`config.mk`:
```
export PLATFORM = sky130hd
export DESIGN_NAME = led_breather
export DESIGN_NICKNAME = d
export VERILOG_FILES = /design/src/rtl/led_pkg.sv /design/src/rtl/led_pwm.sv /design/src/rtl/led_breather.sv
export SDC_FILE = /design/constraint.sdc
export NUM_CORES = 1
export LEC_CHECK = 0
export ABC_AREA = 1
export BUFFER_PORTS_ARGS = -buffer_cell sky130_fd_sc_hd__buf_2
export CORE_UTILIZATION = 45
export DETAILED_ROUTE_END_ITERATION = 16
export PLACE_DENSITY_LB_ADDON = 0.25
export SLEW_MARGIN = 0
export SYNTH_ARGS = -nofsm -noshare
export SYNTH_HDL_FRONTEND = slang
export SYNTH_SLANG_ARGS = --single-unit
```
`constraint.sdc`:
```
create_clock -name clk -period 5.2 [get_ports clk]
set_clock_uncertainty 0.2 [all_clocks]
set_input_delay 0.26 -clock clk [delete_from_list [all_inputs] [get_ports clk]]
set_output_delay 0.26 -clock clk [all_outputs]
set_load 0.05 [all_outputs]
```
`src/rtl/led_pkg.sv`:
```
// Shared mode encodings, FSM state constants and start-state helpers for the LED breather.
package led_pkg;

    localparam logic [1:0] MODE_OFF     = 2'b00;
    localparam logic [1:0] MODE_ON      = 2'b01;
    localparam logic [1:0] MODE_BLINK   = 2'b10;
    localparam logic [1:0] MODE_BREATHE = 2'b11;

    typedef logic [2:0] state_t;

    localparam state_t ST_IDLE    = 3'd0;
    localparam state_t ST_RAMP_UP = 3'd1;
    localparam state_t ST_HOLD_HI = 3'd2;
    localparam state_t ST_RAMP_DN = 3'd3;
    localparam state_t ST_HOLD_LO = 3'd4;

    function automatic state_t start_state(input logic [1:0] m);
        state_t s;
        case (m)
            MODE_BLINK:   s = ST_HOLD_HI;
            MODE_BREATHE: s = ST_RAMP_UP;
            default:      s = ST_IDLE;
        endcase
        return s;
    endfunction

    // ON and BLINK both begin at full brightness; OFF and BREATHE begin dark.
    function automatic logic start_at_max(input logic [1:0] m);
        return (m == MODE_ON) || (m == MODE_BLINK);
    endfunction

endpackage

```
`src/rtl/led_pwm.sv`:
```
// Free-running PWM counter and comparator producing the registered LED drive.
module led_pwm #(
    parameter int unsigned PWM_BITS = 8
) (
    input  logic                clk,
    input  logic                rst_n,
    input  logic                en,
    input  logic [PWM_BITS-1:0] level,
    output logic                led
);

    localparam logic [PWM_BITS-1:0] LEVEL_MAX = '1;

    logic [PWM_BITS-1:0] pwm_cnt_q;
    logic                led_q;
    logic                led_d;

    // Full scale forces a solid on, otherwise the top count would leave one dark slot.
    always_comb begin
        led_d = (level == LEVEL_MAX) ? 1'b1 : (pwm_cnt_q < level);
    end

    always_ff @(posedge clk or negedge rst_n) begin
        if (!rst_n) begin
            pwm_cnt_q <= '0;
            led_q     <= 1'b0;
        end else if (en) begin
            pwm_cnt_q <= pwm_cnt_q + PWM_BITS'(1);
            led_q     <= led_d;
        end
    end

    assign led = led_q;

endmodule

```
`src/rtl/led_breather.sv`:
```
// LED stage: prescaled brightness FSM (off/on/blink/breathe) feeding a PWM driver.
module led_breather
    import led_pkg::*;
#(
    parameter int unsigned PWM_BITS   = 8,
    parameter int unsigned STEP_DIV   = 65536,
    parameter int unsigned STEP       = 1,
    parameter int unsigned HOLD_TICKS = 16
) (
    input  logic                clk,
    input  logic                rst_n,
    input  logic                enable,
    input  logic [1:0]          mode,
    output logic                led,
    output logic [PWM_BITS-1:0] level,
    output logic                cycle_done
);

    localparam int unsigned PRE_W  = $clog2(STEP_DIV);
    localparam int unsigned HOLD_W = $clog2(HOLD_TICKS + 1);

    localparam logic [PRE_W-1:0]    PRE_LAST  = PRE_W'(STEP_DIV - 1);
    localparam logic [HOLD_W-1:0]   HOLD_LAST = HOLD_W'(HOLD_TICKS - 1);
    localparam logic [PWM_BITS-1:0] LEVEL_MAX = '1;
    localparam logic [PWM_BITS:0]   MAX_EXT   = {1'b0, LEVEL_MAX};
    localparam logic [PWM_BITS:0]   STEP_EXT  = (PWM_BITS + 1)'(STEP);

    logic [PRE_W-1:0]    presc_q, presc_d;
    logic [HOLD_W-1:0]   hold_q, hold_d;
    state_t              state_q, state_d;
    logic [PWM_BITS-1:0] level_q, level_d;
    logic [1:0]          mode_q, mode_d;
    logic                started_q, started_d;
    logic                cycle_done_q, cycle_done_d;

    logic                tick;
    logic                hold_done;
    logic [PWM_BITS:0]   up_sum;

    assign tick      = (presc_q == PRE_LAST);
    assign hold_done = (hold_q == HOLD_LAST);
    assign up_sum    = {1'b0, level_q} + STEP_EXT;

    always_comb begin
        presc_d      = presc_q;
        hold_d       = hold_q;
        state_d      = state_q;
        level_d      = level_q;
        mode_d       = mode_q;
        started_d    = started_q;
        cycle_done_d = cycle_done_q;

        if (enable) begin
            cycle_done_d = 1'b0;
            mode_d       = mode;
            started_d    = 1'b1;

            // First cycle after reset is treated as a mode change so we restart cleanly.
            if (!started_q || (mode != mode_q)) begin
                presc_d = '0;
                hold_d  = '0;
                state_d = start_state(mode);
                level_d = start_at_max(mode) ? LEVEL_MAX : '0;
            end else begin
                presc_d = tick ? '0 : presc_q + PRE_W'(1);

                if (tick) begin
                    case (state_q)
                        ST_RAMP_UP: begin
                            if (up_sum >= MAX_EXT) begin
                                level_d = LEVEL_MAX;
                                state_d = ST_HOLD_HI;
                            end else begin
                                level_d = up_sum[PWM_BITS-1:0];
                            end
                        end

                        ST_HOLD_HI: begin
                            if (hold_done) begin
                                hold_d = '0;
                                if (mode_q == MODE_BLINK) begin
                                    state_d = ST_HOLD_LO;
                                    level_d = '0;
                                end else begin
                                    state_d = ST_RAMP_DN;
                                end
                            end else begin
                                hold_d = hold_q + HOLD_W'(1);
                            end
                        end

                        ST_RAMP_DN: begin
                            if ({1'b0, level_q} <= STEP_EXT) begin
                                level_d = '0;
                                state_d = ST_HOLD_LO;
                            end else begin
                                level_d = level_q - PWM_BITS'(STEP);
                            end
                        end

                        ST_HOLD_LO: begin
                            if (hold_done) begin
                                hold_d       = '0;
                                cycle_done_d = 1'b1;
                                if (mode_q == MODE_BLINK) begin
                                    state_d = ST_HOLD_HI;
                                    level_d = LEVEL_MAX;
                                end else begin
                                    state_d = ST_RAMP_UP;
                                end
                            end else begin
                                hold_d = hold_q + HOLD_W'(1);
                            end
                        end

                        default: begin
                            state_d = ST_IDLE;
                        end
                    endcase
                end
            end
        end
    end

    always_ff @(posedge clk or negedge rst_n) begin
        if (!rst_n) begin
            presc_q      <= '0;
            hold_q       <= '0;
            state_q      <= ST_IDLE;
            level_q      <= '0;
            mode_q       <= MODE_OFF;
            started_q    <= 1'b0;
            cycle_done_q <= 1'b0;
        end else begin
            presc_q      <= presc_d;
            hold_q       <= hold_d;
            state_q      <= state_d;
            level_q      <= level_d;
            mode_q       <= mode_d;
            started_q    <= started_d;
            cycle_done_q <= cycle_done_d;
        end
    end

    led_pwm #(
        .PWM_BITS(PWM_BITS)
    ) u_pwm (
        .clk  (clk),
        .rst_n(rst_n),
        .en   (enable),
        .level(level_q),
        .led  (led)
    );

    assign level      = level_q;
    assign cycle_done = cycle_done_q;

endmodule

```
# == Yosys cells after proc, flatten, opt, wreduce, memory -nomap -nowiden ==
# Index checks and enable logic that the tools add are counted.
# classes
add_sub_neg,5
magnitude_cmp,3
n_eq_ne,18
muxes,31
reduce_logical,10
# op_table
cell,n
$mux W8,9
$mux W16,2
$pmux W8 S4,1
$mux W3,7
$mux W5,4
$ne A3 B3 Y1 const B,6
$add A16 B1 Y16 const B,1
$eq A16 B16 Y1 const B,1
$pmux W3 S4,1
$add A8 B1 Y9 const B,1
$ge A9 B8 Y1 const B,1
$add A8 B1 Y8 const B,1
$eq A8 B8 Y1 const B,1
$le A8 B1 Y1 const B,1
$lt A8 B8 Y1,1
$sub A8 B1 Y8 const B,1
$reduce_and A7 Y1,1
$eq A2 B2 Y1 const B,3
$eq A3 B2 Y1 const B,2
$reduce_and A6 Y1,1
$add A5 B1 Y5 const B,1
$eq A5 B4 Y1 const B,1
$mux W1,5
$reduce_bool A5 Y1,1
other kinds (11),13
# totals
ff_bits,45
out_inout_bits,10
wordCells,76

# == Logic depth before layout (Yosys ltp) ==
# Gate-level depths: netlist of the first run.
# depth
depth_word,6
ltp_mapped,13
depth_no_buf,13

# == Cells and area by module ==
# A second synthesis of the first run with hierarchy kept.
# hier_totals
cells_unflattened,421
hier_area_um2,3168.0
# modules_own_cells
module,n_inst,cells_per_inst,area_each_um2
led_breather,1,354,2556.2
led_pwm,1,67,611.8

# == Worst setup path before layout of the first run ==
# Ideal clock, no wire load.
# synth_timing
path_kind,register to register
from,"reg level_q[0], in the netlist level[0]"
to,"reg level_q[4], in the netlist level[4]"
t_arrival_ps,1941
path_slack_ps,2982
stages_incl_launch_ff,13
period_less_slack_ps,2218
path_cell_list,dfrtp_1 inv_1 ha_1 nand2_1 nand2_1 nand3_1 nor2_1 nand3_1 nand2_1 nand2_2 nand3_1 nand2_1 a21oi_1
# synth_between
elab_chain_cells,6
# synth_lines
item,line_no,rtl
start: declaration,led_breather.sv:31,"logic [PWM_BITS-1:0] level_q, level_d;"
start signal: assignment,led_breather.sv:138,level_q <= level_d;
$add A8 B1 Y9,led_breather.sv:42,"assign up_sum = {1'b0, level_q} + STEP_EXT;"
$ge A9 B8 Y1,led_breather.sv:70,if (up_sum >= MAX_EXT) begin
$mux W8,led_breather.sv:70,
$pmux W8 S4 *,led_breather.sv:68,case (state_q)
$mux W8 *,led_breather.sv:67,if (tick) begin
$mux W8 *,led_breather.sv:59,if (!started_q || (mode != mode_q)) begin
# Every way passes the cells marked *; elsewhere a longest branch is shown, timed or not. The select of a mux whose other input is x is not followed.
# A chain may end at the register's enable or synchronous reset.

# == Final worst setup path of the first run ==
# layout_timing
from,"reg level_q[0], in the netlist level[0]"
to,"reg level_q[0], in the netlist level[0]"
# Same word-level chain as after synthesis.

==> metrics.yaml, run 1 <==
syn_area_um2: 2929
p_seq_share_pct: 35.5
drtPass1Iterations: 4
clockBufferDepth: 2
violations: "hold timing"
hpwl_um: 4541
cts_buffers: 5
p_sw_share_pct: 48.05
rr_startpoint: "level[0]"
final_cells: 479
outcome: "complete, but fails checks"
ys_ff_latch: 45
yosysUniqueCellTypes: 41
clock-sinks: 45
min_to: "mode_q[0]"
vias: 2575
clkPwrFrac_pct: 18.0
setup_viol: 0
drc: 0
antenna_found_initial: 0
nets: 422
diodes: 0
hold_path_class: "input port to register"
grt_remaining_overflow: 0
fin_area_um2: 3186
grt_max_degree: 46
path_max_fanout: 7
area_delta_synth_final_pct: 8.757
ys_seq_area_share_pct: 38.45
crit_arrival_ns: 2.26
leakage_uw: 0.001571
critPathCaptureType: "register"
routabilityCongestion: 0.9245
clk_pin_slew_ns: 0.10
timing.hold.ws_ns: -0.001105
min_path_cells: 3
crit_required_ns: 5.20
syn-num-nets: 406
place_inst: 470
slew_viol_final: 0
root_buffer: "clkbuf_8"
min-delay-start: "mode[0]"
start_util_pct: 46.39
start_kind: "register"
die_x_um: 82.68
comb_power_share_pct: 46.6
slew_headroom_pct: 33.63
hold_violations: 1
syn_area_per_cell_um2: 7.608
num_rows: 29
grt_pass1_vias: 2381
io_pins: 15
period_share_pct: 43.32
ir_drop_mv: 0.2943
post_drt_wl_per_cell_um: 13.11
timing.setup.tns_ns: 0
drt-total-wl_um: 6281
p_per_area_nw_per_um2: 481.8
tightest_slew_ns: 0.9955
grt_first_pass_wirelength_um: 10520
switchingPower_uw: 737.5
max_cap_violations: 0
worst_skew_pair.late_latency_ns: 0.31
fp.dieH_um: 82.68
p_int_uw: 797.3
clock.fmax_mhz: 443.9
reg2regPathDepth: 11
drive_gt1_share_pct: 10.45
cts_tree: "yes"
drt_iter0_drc: 157
ant_nets: 0
drt-vias-per-instance: 5.376
critPathKind: "register to register"
io_buffers: 14
yosys_warnings: 0
grt_setup_unrepaired: "no"
timing.rr.end: "level[0]"
postPlaceCellArea_um2: 3064
syn_inst: 385
grt.total_usage_pct: 20.38
fp.dieArea_um2: 6836
cts_resized: 0
h-tree-depth: 2
fin_crit_ns: 2.253
core-area_um2: 6314
power_uw: 1535
r2r_slack_ns: 2.95
## cells in the mapped netlist
| cell type | count | area share, % |
|---|---|---|
| nand2_1 | 79 | 10 |
| inv_1 | 48 | 6.2 |
| dfrtp_1 | 45 | 38 |
| nor2_1 | 42 | 5.4 |
| nand3_1 | 33 | 5.6 |
| o21ai_0 | 23 | 3.9 |
| a21oi_1 | 17 | 2.9 |
| ha_1 | 16 | 6.8 |
| xor2_1 | 13 | 3.9 |
| nor3_1 | 11 | 1.9 |
| nand4_1 | 8 | 1.7 |
| xnor2_1 | 5 | 1.5 |
| buf_4 | 3 | 0.77 |
| clkbuf_1 | 3 | 0.38 |
| nand2_2 | 3 | 0.64 |
| nor2_2 | 3 | 0.64 |
| nor2_4 | 3 | 1.2 |
| o211ai_1 | 3 | 0.77 |
| a31oi_1 | 2 | 0.43 |
| inv_2 | 2 | 0.26 |
| mux2i_1 | 2 | 0.68 |
| o21ai_2 | 2 | 0.60 |
| a211oi_1 | 1 | 0.26 |
| a21boi_0 | 1 | 0.26 |
| a21oi_2 | 1 | 0.30 |
| a22oi_1 | 1 | 0.26 |
| a2bb2oi_1 | 1 | 0.30 |
| and3_1 | 1 | 0.21 |
| buf_2 | 1 | 0.17 |
| clkinv_1 | 1 | 0.13 |
| clkinv_2 | 1 | 0.17 |
| nand2_4 | 1 | 0.38 |
| nand3_2 | 1 | 0.34 |
| nand3_4 | 1 | 0.60 |
| nand3b_1 | 1 | 0.26 |
| o21a_1 | 1 | 0.26 |
| o21bai_1 | 1 | 0.26 |
| o221a_2 | 1 | 0.38 |
| o31ai_1 | 1 | 0.26 |
| o41ai_1 | 1 | 0.30 |
| or2_2 | 1 | 0.21 |
## cell families (layout without fill, tap and decap cells)
group,after synthesis,count (layout),share of synthesized area (%)
flip-flops,45,45,38.45
XOR/XNOR,18,18,5.382
AO/OA/AOI/OAI,57,57,11.45
buffers and inverters,59,76,8.030
multiplexers,2,2,0.6835
AND/OR/NAND/NOR,188,188,29.18
adder cells (fa/ha/maj),16,16,6.835
## timing repair
action,CTS,global route
endpoints found under the hold margin,45,0
buffers inserted,0,0
hold buffers,1,0
## metrics by stage
stage / util, % / setup slack, ns
finish: 50.46 / 2.947
global route: 50.46 / 2.783
CTS: 50.46 / 2.994
detailed placement: 48.53 / 3.005
global placement: 48.53 / 3.011
floorplan: - / 2.982
## final cells by class
cell class | count | area (um^2)
Clock inverter | 2 | 38.79
Tap cell | 77 | 96.34
Inverter | 52 | 196.4
Timing Repair Buffer | 16 | 87.58
Fill cell | 628 | 3128
Sequential cell | 45 | 1126
Multi-Input combinational cell | 281 | 1568
Clock buffer | 6 | 72.57
## critical path, cell delays in order (launching register included)
cell     delay (ns)
dfrtp_1        0.48
inv_1          0.23
ha_1           0.26
nor2_1         0.06
nor2_1         0.12
nand4_1        0.13
nand2_1        0.19
inv_1          0.08
o21ai_0        0.16
nand3_1        0.09
nand2_1        0.08
a21oi_1        0.06
## layout by cell type, fill, tap and decap left out, drive strengths merged, types with 2 or more instances in the layout
cell type / Yosys / routed
a21oi: 18 / 18
a31oi: 2 / 2
buf: 4 / 15
clkbuf: 3 / 6
clkinv: 2 / 3
dfrtp: 45 / 45
ha: 16 / 16
inv: 50 / 50
mux2i: 2 / 2
nand2: 83 / 83
nand3: 35 / 35
nand4: 8 / 8
nor2: 48 / 48
nor3: 11 / 11
o211ai: 3 / 3
o21ai: 25 / 25
xnor2: 5 / 5
xor2: 13 / 13
## power groups by stage
stage	Combinational (uW)	Sequential, uW	Clock, uW
final	715	544	276
after CTS	715	542	282
after global placement	704	544	0
after detailed placement	709	548	0
after floorplan	471	614	0
after global routing	824	558	293
## sequential cells by signal (all words and copies together) (netlist names)
name             count
u_pwm.led            1
u_pwm.pwm_cnt_q      8
started_q            1
hold_q               5
cycle_done           1
state_q              3
presc_q             16
level                8
mode_q               2
## worst max-delay path by stage
stage               startpoint        to  slack (ns)  depth (start not counted)
floorplan             level[0]  level[4]        2.98                         12
global placement      level[0]  level[0]        3.01                         11
detailed placement    level[0]  level[0]        3.00                         11
CTS                   level[0]  level[0]        2.99                         11
global route          level[0]  level[7]        2.78                         11
finish                level[0]  level[0]        2.95                         11
## layer usage
metal,share of wire (%),up-vias,global-route usage [%]
met5,0,-,0
met4,2.3,0,7.931
met3,3.7,16,4.066
met2,47,63,33.61
met1,47,1209,26.05
li1,-,1287,-
Power figures use the tool's default switching activity.
==> run 2: changes to the inputs <==
--- a/config.mk
+++ b/config.mk
@@ -5,7 +5,7 @@
 export SDC_FILE = /design/constraint.sdc
 export NUM_CORES = 1
 export LEC_CHECK = 0
-export ABC_AREA = 1
+export ABC_AREA = 0
 export BUFFER_PORTS_ARGS = -buffer_cell sky130_fd_sc_hd__buf_2
 export CORE_UTILIZATION = 45
 export DETAILED_ROUTE_END_ITERATION = 16
==> constraint.sdc (replaced) <==
create_clock -name clk -period 2.2 [get_ports clk]
set_clock_uncertainty 0.2 [all_clocks]
set_input_delay 0.11 -clock clk [delete_from_list [all_inputs] [get_ports clk]]
set_output_delay 0.11 -clock clk [all_outputs]
set_load 0.05 [all_outputs]
==> run 2 against run 1 <==
  * The flow finishes with violations (setup timing)
  * Flip-flop and latch count is the same
  * Worst hold slack improved by 0.20 ns
  * Maximum frequency is 3.1% lower
  * Largest cell class unchanged
==> metrics.yaml, run 2 <==
yosysUniqueCellTypes: 56
yosysMostFrequentCell: "dfrtp_1"
rr_startpoint: "level[7]"
ant_nets: 0
syn_area_per_cell_um2: 8.826
worst-path-buf-inv: 0
r2r_slack_ns: -0.13
syn-num-nets: 354
grt_remaining_overflow: 0
synthXorXnorAreaFrac_pct: 6.556
fp.dieH_um: 82.82
slew_headroom_pct: 50.27
worst_skew_pair.late_latency_ns: 0.29
area_delta_synth_final_pct: 29.03
post_drt_wl_per_cell_um: 14.82
slew_viol_final: 0
period_share_pct: 105.7
fp.dieArea_um2: 6858
hold_violations: 0
vias: 2686
fin_util_pct: 60.07
synth-compound-area-share_pct: 17.37
synth_ff_type: "dfrtp_1"
critPathCaptureType: "register"
postSynth.asyncResetShare_pct: 100.0
final_cell_mix: "buf_4 (59), dfrtp_1 (39), nand2_1 (28), nor2_1 (28), nand3_1 (19)"
max_cap_violations: 0
synth_top_family_by_area: "simple AND/OR/NAND/NOR gates"
yosys-top-cells-count: "dfrtp_1 (45), nor2_1 (30), nand2_1 (28)"
path_max_fanout: 3
muxShareOfSynthArea_pct: 3.278
violations: "setup timing"
crit_arrival_ns: 2.35
diodes: 0
setup_viol: 9
clock-sinks: 45
clockBufferDepth: 2
num_rows: 29
nets: 425
core-area_um2: 6314
grt_pass1_vias: 2641
fin_crit_ns: 2.326
clk_pin_slew_ns: 0.09
critPathKind: "register to register"
drt-total-wl_um: 7143
synthSimpleGateAreaFrac_pct: 23.07
timing.hold.ws_ns: 0.2038
timing.rr.end: "state_q[2]"
io_buffers: 14
yosys.area.top_type: "dfrtp_1"
clock.fmax_mhz: 430.0
root_buffer: "clkbuf_8"
cp_slowest_cell: "or4_1"
p_per_area_nw_per_um2: 1116
h-tree-depth: 2
synthTopCellsByArea: "dfrtp_1 (38%), ha_1 (6.8%), xnor2_1 (5.1%), nor2_1 (3.8%), nand2_1 (3.6%)"
leakage_uw: 0.001656
crit_required_ns: 2.23
start_kind: "register"
grt_setup_unrepaired: "yes"
grt.total_usage_pct: 21.92
drive_gt1_share_pct: 30.86
routabilityCongestion: 0.8581
syn_area_um2: 2939
worstPathCellList: "or3_4 -> o31a_1 -> nor4_2 -> nor2_2 -> or4_1 -> o21ai_1"
reg2regPathDepth: 6
drt_iter0_drc: 131
synth_fa_ha_area_share_pct: 6.811
cp_top_family: "simple AND/OR/NAND/NOR gates"
antenna_found_initial: 0
hpwl_um: 5315
final_common_cell: "buf_4"
grt_max_degree: 33
cp_slowest_stage_delay_ns: 0.41
drtPass1Iterations: 4
io_pins: 15
largest_reg_flops: 16
ys_seq_area_share_pct: 38.31
yosys_warnings: 0
outcome: "complete, but fails checks"
start_util_pct: 46.55
cts_tree: "yes"
yosys.area.top_type_share_pct: 38.31
grt_first_pass_wirelength_um: 12330
synth_edf_count: 0
hold_path_class: "input port to async pin"
drt-vias-per-instance: 5.573
ir_drop_mv: 0.8496
top_register: "presc_q"
tightest_slew_ns: 0.7460
ys_ff_latch: 45
cts_buffers: 5
setup_ws_ns: -0.1256
syn_inst: 333
die_x_um: 82.82
drc: 0
[run 2: changes by cell type in the layout (fill, tap and decap cells not counted), sizes merged, moves of 8 or more]
cell and change:
buf +60, nand3 -16, xor2 -8, nand2 -55, nor2 -18, inv -33
xnor2 +12
[run 2: cell type report]
type / instances / area (um^2)
sequential: 45 / 1134
fill: 544 / 2521
clock buffer: 6 / 72.57
timing repair buffer: 79 / 575.6
inverter: 17 / 68.82
clock inverter: 2 / 38.79
multi-input combinational: 256 / 1807
tap: 77 / 96.34
[run 2: how the worst max path moves through the flow]
stage / end / start / slack [ns] / depth (start not counted)
after floorplan: state_q[2] / level[2] / -0.26 / 7
after global placement: state_q[1] / level[5] / -0.06 / 7
after detailed placement: state_q[2] / level[5] / -0.08 / 6
after CTS: state_q[2] / level[0] / -0.09 / 8
after global routing: state_q[2] / level[7] / -0.21 / 6
final: state_q[2] / level[7] / -0.13 / 6
[run 2: worst register-to-register path: cells and delay by family (launching register included)]
kind               cells  cell delay [ns]
AOI/OAI and AO/OA      2             0.42
DFF                    1             0.39
and+or+nand+nor        4             1.25
[run 2: power by group]
part | switching (uW) | internal, uW
registers | 190 | 1000
clock network | 285 | 341
logic | 1370 | 1050
total | 1840 | 2390
[run 2: layer usage]
metal	global-route usage, %	part of all wire [%]	vias to the layer above
met5	0	0	-
met4	7.367	1.4	0
met3	3.976	4.7	12
met2	35.47	48	68
met1	29.73	46	1265
li1	-	-	1341
[run 2: repair_timing]
item	in CTS	in global routing
pin swaps	5	6
hold buffers	4	0
setup endpoints to repair	8	23
gates resized for setup	8	15
setup buffers	1	5
endpoints found under the hold margin	36	0
[run 2: cell families (layout without fill, tap and decap cells)]
family,after synthesis,after routing
and+or+nand+nor,131,131
muxes,9,9
xor gates and xnor gates,22,22
AOI/OAI and AO/OA,78,78
buffers and inverters,32,104
DFF,45,45
adders and majority gates,16,16
[run 2: per-stage QoR]
step                      instances  TNS [ns]  instance area, um^2  total power [uW]  worst slack (ns)
final                           482   -0.5830                 3792              4233           -0.1256
after global routing            482    -1.433                 3792              4550           -0.2074
after CTS                       477   -0.2750                 3689              4129          -0.09124
after detailed placement        464   -0.2721                 3483              3411          -0.07770
after global placement          464   -0.1204                 3483              3378          -0.06211
after floorplan                 333   -0.9838                 3000              2658           -0.2623
==> run 3: changes to the inputs <==
--- a/config.mk
+++ b/config.mk
@@ -5,11 +5,12 @@
 export SDC_FILE = /design/constraint.sdc
 export NUM_CORES = 1
 export LEC_CHECK = 0
-export ABC_AREA = 0
+export ABC_AREA = 1
 export BUFFER_PORTS_ARGS = -buffer_cell sky130_fd_sc_hd__buf_2
 export CORE_UTILIZATION = 45
 export DETAILED_ROUTE_END_ITERATION = 16
 export PLACE_DENSITY_LB_ADDON = 0.25
+export SKIP_CTS_REPAIR_TIMING = 1
 export SLEW_MARGIN = 0
 export SYNTH_ARGS = -nofsm -noshare
 export SYNTH_HDL_FRONTEND = slang
==> run 3 against run 2 <==
  * The run now ends clean
  * Die area down 0.33%
  * Maximum frequency grew 14%
  * Sequential share of layout area increased by 3.6 points
  * Clock power up 3%
  * Core utilization fell by 6.6 points
  * Wire length fell by 12%
  * Setup slack better by 0.28 ns
  * Critical path type unchanged
==> metrics.yaml, run 3 (synthesis results as in run 1) <==
outcome: "finished clean"
drtPass1Iterations: 5
crit_arrival_ns: 2.04
max_cap_violations: 0
fin_crit_ns: 2.048
routabilityCongestion: 0.8599
clkPwrFrac_pct: 17.2
place_inst: 475
drt-vias-per-instance: 5.247
diodes: 0
drc: 0
drt-total-wl_um: 6258
start_util_pct: 46.39
timing.hold.ws_ns: 0.004041
grt_first_pass_wirelength_um: 10410
leakage_uw: 0.001626
postPlaceCellArea_um2: 3115
slew_headroom_pct: 62.47
clk_pin_slew_ns: 0.10
grt_remaining_overflow: 0
hold_violations: 0
path_max_fanout: 8
fp.dieH_um: 82.68
antenna_found_initial: 0
timing.rr.end: "level[5]"
grt_max_degree: 46
timing.setup.tns_ns: 0
p_int_uw: 1982
hold_path_class: "input port to register"
cts_buffers: 5
min-delay-start: "enable"
ir_drop_mv: 0.6923
rr_startpoint: "presc_q[0]"
clock-sinks: 45
switchingPower_uw: 1774
io_pins: 15
clockBufferDepth: 2
p_sw_share_pct: 47.24
drt_iter0_drc: 130
h-tree-depth: 2
area_delta_synth_final_pct: 15.16
grt_pass1_vias: 2321
vias: 2566
post_drt_wl_per_cell_um: 12.80
cp_top_family: "simple AND/OR/NAND/NOR gates"
io_buffers: 14
tightest_slew_ns: 0.5629
core-area_um2: 6314
cts_tree: "yes"
final_cell_mix: "nand2_1 (77), inv_1 (46), dfrtp_1 (42)"
clock.fmax_mhz: 488.2
final_common_cell: "nand2_1"
setup_viol: 0
fp.dieArea_um2: 6836
worstPathCellList: "ha_4 -> nand2_2 -> nor2_4 -> nand2_2 -> nor2_2 -> nand2_1 -> nand2_2 -> nand2_4 -> nor2_4 -> nand3_4 -> nor2_4 -> buf_12 -> a21oi_2"
critPathKind: "register to register"
worst-path-buf-inv: 1
cp_slowest_stage_delay_ns: 0.43
start_kind: "register"
root_buffer: "clkbuf_8"
cp_slowest_cell: "dfrtp_1"
nets: 432
crit_required_ns: 2.19
fin_area_um2: 3373
ant_nets: 0
num_rows: 29
hpwl_um: 4547
comb_power_share_pct: 48.5
min_path_cells: 3
r2r_slack_ns: 0.15
min_to: "mode_q[0]"
final_cells: 489
drive_gt1_share_pct: 16.75
reg2regPathDepth: 13
slew_viol_final: 0
worst_skew_pair.late_latency_ns: 0.32
die_x_um: 82.68
grt.total_usage_pct: 20.18
critPathCaptureType: "register"
period_share_pct: 93.10
largest_reg_flops: 16
p_per_area_nw_per_um2: 1114
top_register: "presc_q"
p_seq_share_pct: 34.3
[run 3: cell types whose count changed in the layout (fill, tap and decap cells not counted), moves of 6 or more]
cell | previous run | this run
nand3_1 | 19 | 33
nand2_1 | 28 | 77
inv_1 | 14 | 46
nor2_1 | 28 | 41
xnor2_1 | 17 | 5
buf_4 | 59 | 7
nor2b_1 | 6 | 0
o21ai_1 | 9 | 0
xor2_1 | 5 | 13
o21ai_0 | 17 | 23
[run 3: worst max path at each step]
stage               startpoint  endpoint  slack [ns]  depth (start not counted)
finish              presc_q[0]  level[5]        0.15                         13
global route          level[0]  level[3]       -0.02                         13
CTS                 presc_q[0]  level[5]         0.1                         12
detailed placement  presc_q[0]  level[1]         0.1                         12
global placement    presc_q[0]  level[2]        0.18                         12
floorplan             level[1]  level[0]        0.01                         12
[run 3: layer usage]
layer	vias to the layer above	track usage (%)	wire, um
li1	1309	-	-
met5	-	0	0
met4	0	7.931	104
met3	11	3.736	228
met2	49	32.54	2968
met1	1197	26.54	2957
[run 3: layout make-up]
| type | count | area, um^2 |
|---|---|---|
| Fill cell | 618 | 2940 |
| Multi-Input combinational cell | 281 | 1645 |
| Sequential cell | 45 | 1130 |
| Inverter | 52 | 196.4 |
| Timing Repair Buffer | 26 | 192.7 |
| Tap cell | 77 | 96.34 |
| Clock buffer | 5 | 68.82 |
| Clock inverter | 3 | 43.79 |
[run 3: power by group through the flow]
stage                     sequential [uW]  combinational (uW)  clock, uW
final                                1290                1820        645
after global routing                 1320                2080        700
after CTS                            1270                1720        669
after detailed placement             1290                1710          0
after global placement               1280                1690          0
after floorplan                      1450                1110          0
[run 3: worst register-to-register path: cells and delay by family, from the launching register on]
| kind | cells | cell delay (ns) |
|---|---|---|
| flip-flops | 1 | 0.43 |
| AND/OR/NAND/NOR | 10 | 0.98 |
| adder cells (fa/ha/maj) | 1 | 0.16 |
| buffers and inverters | 1 | 0.14 |
| AO/OA/AOI/OAI | 1 | 0.06 |
[run 3: through the flow]
step | utilization [%] | setup WS (ns) | power [uW]
2_1_floorplan | - | 0.01256 | 2567
3_3_place_gp | 49.35 | 0.1772 | 2969
3_5_place_dp | 49.35 | 0.09655 | 3000
4_1_cts | 51.13 | 0.09544 | 3664
5_1_grt | 53.43 | -0.01711 | 4107
6_report | 53.43 | 0.1517 | 3756
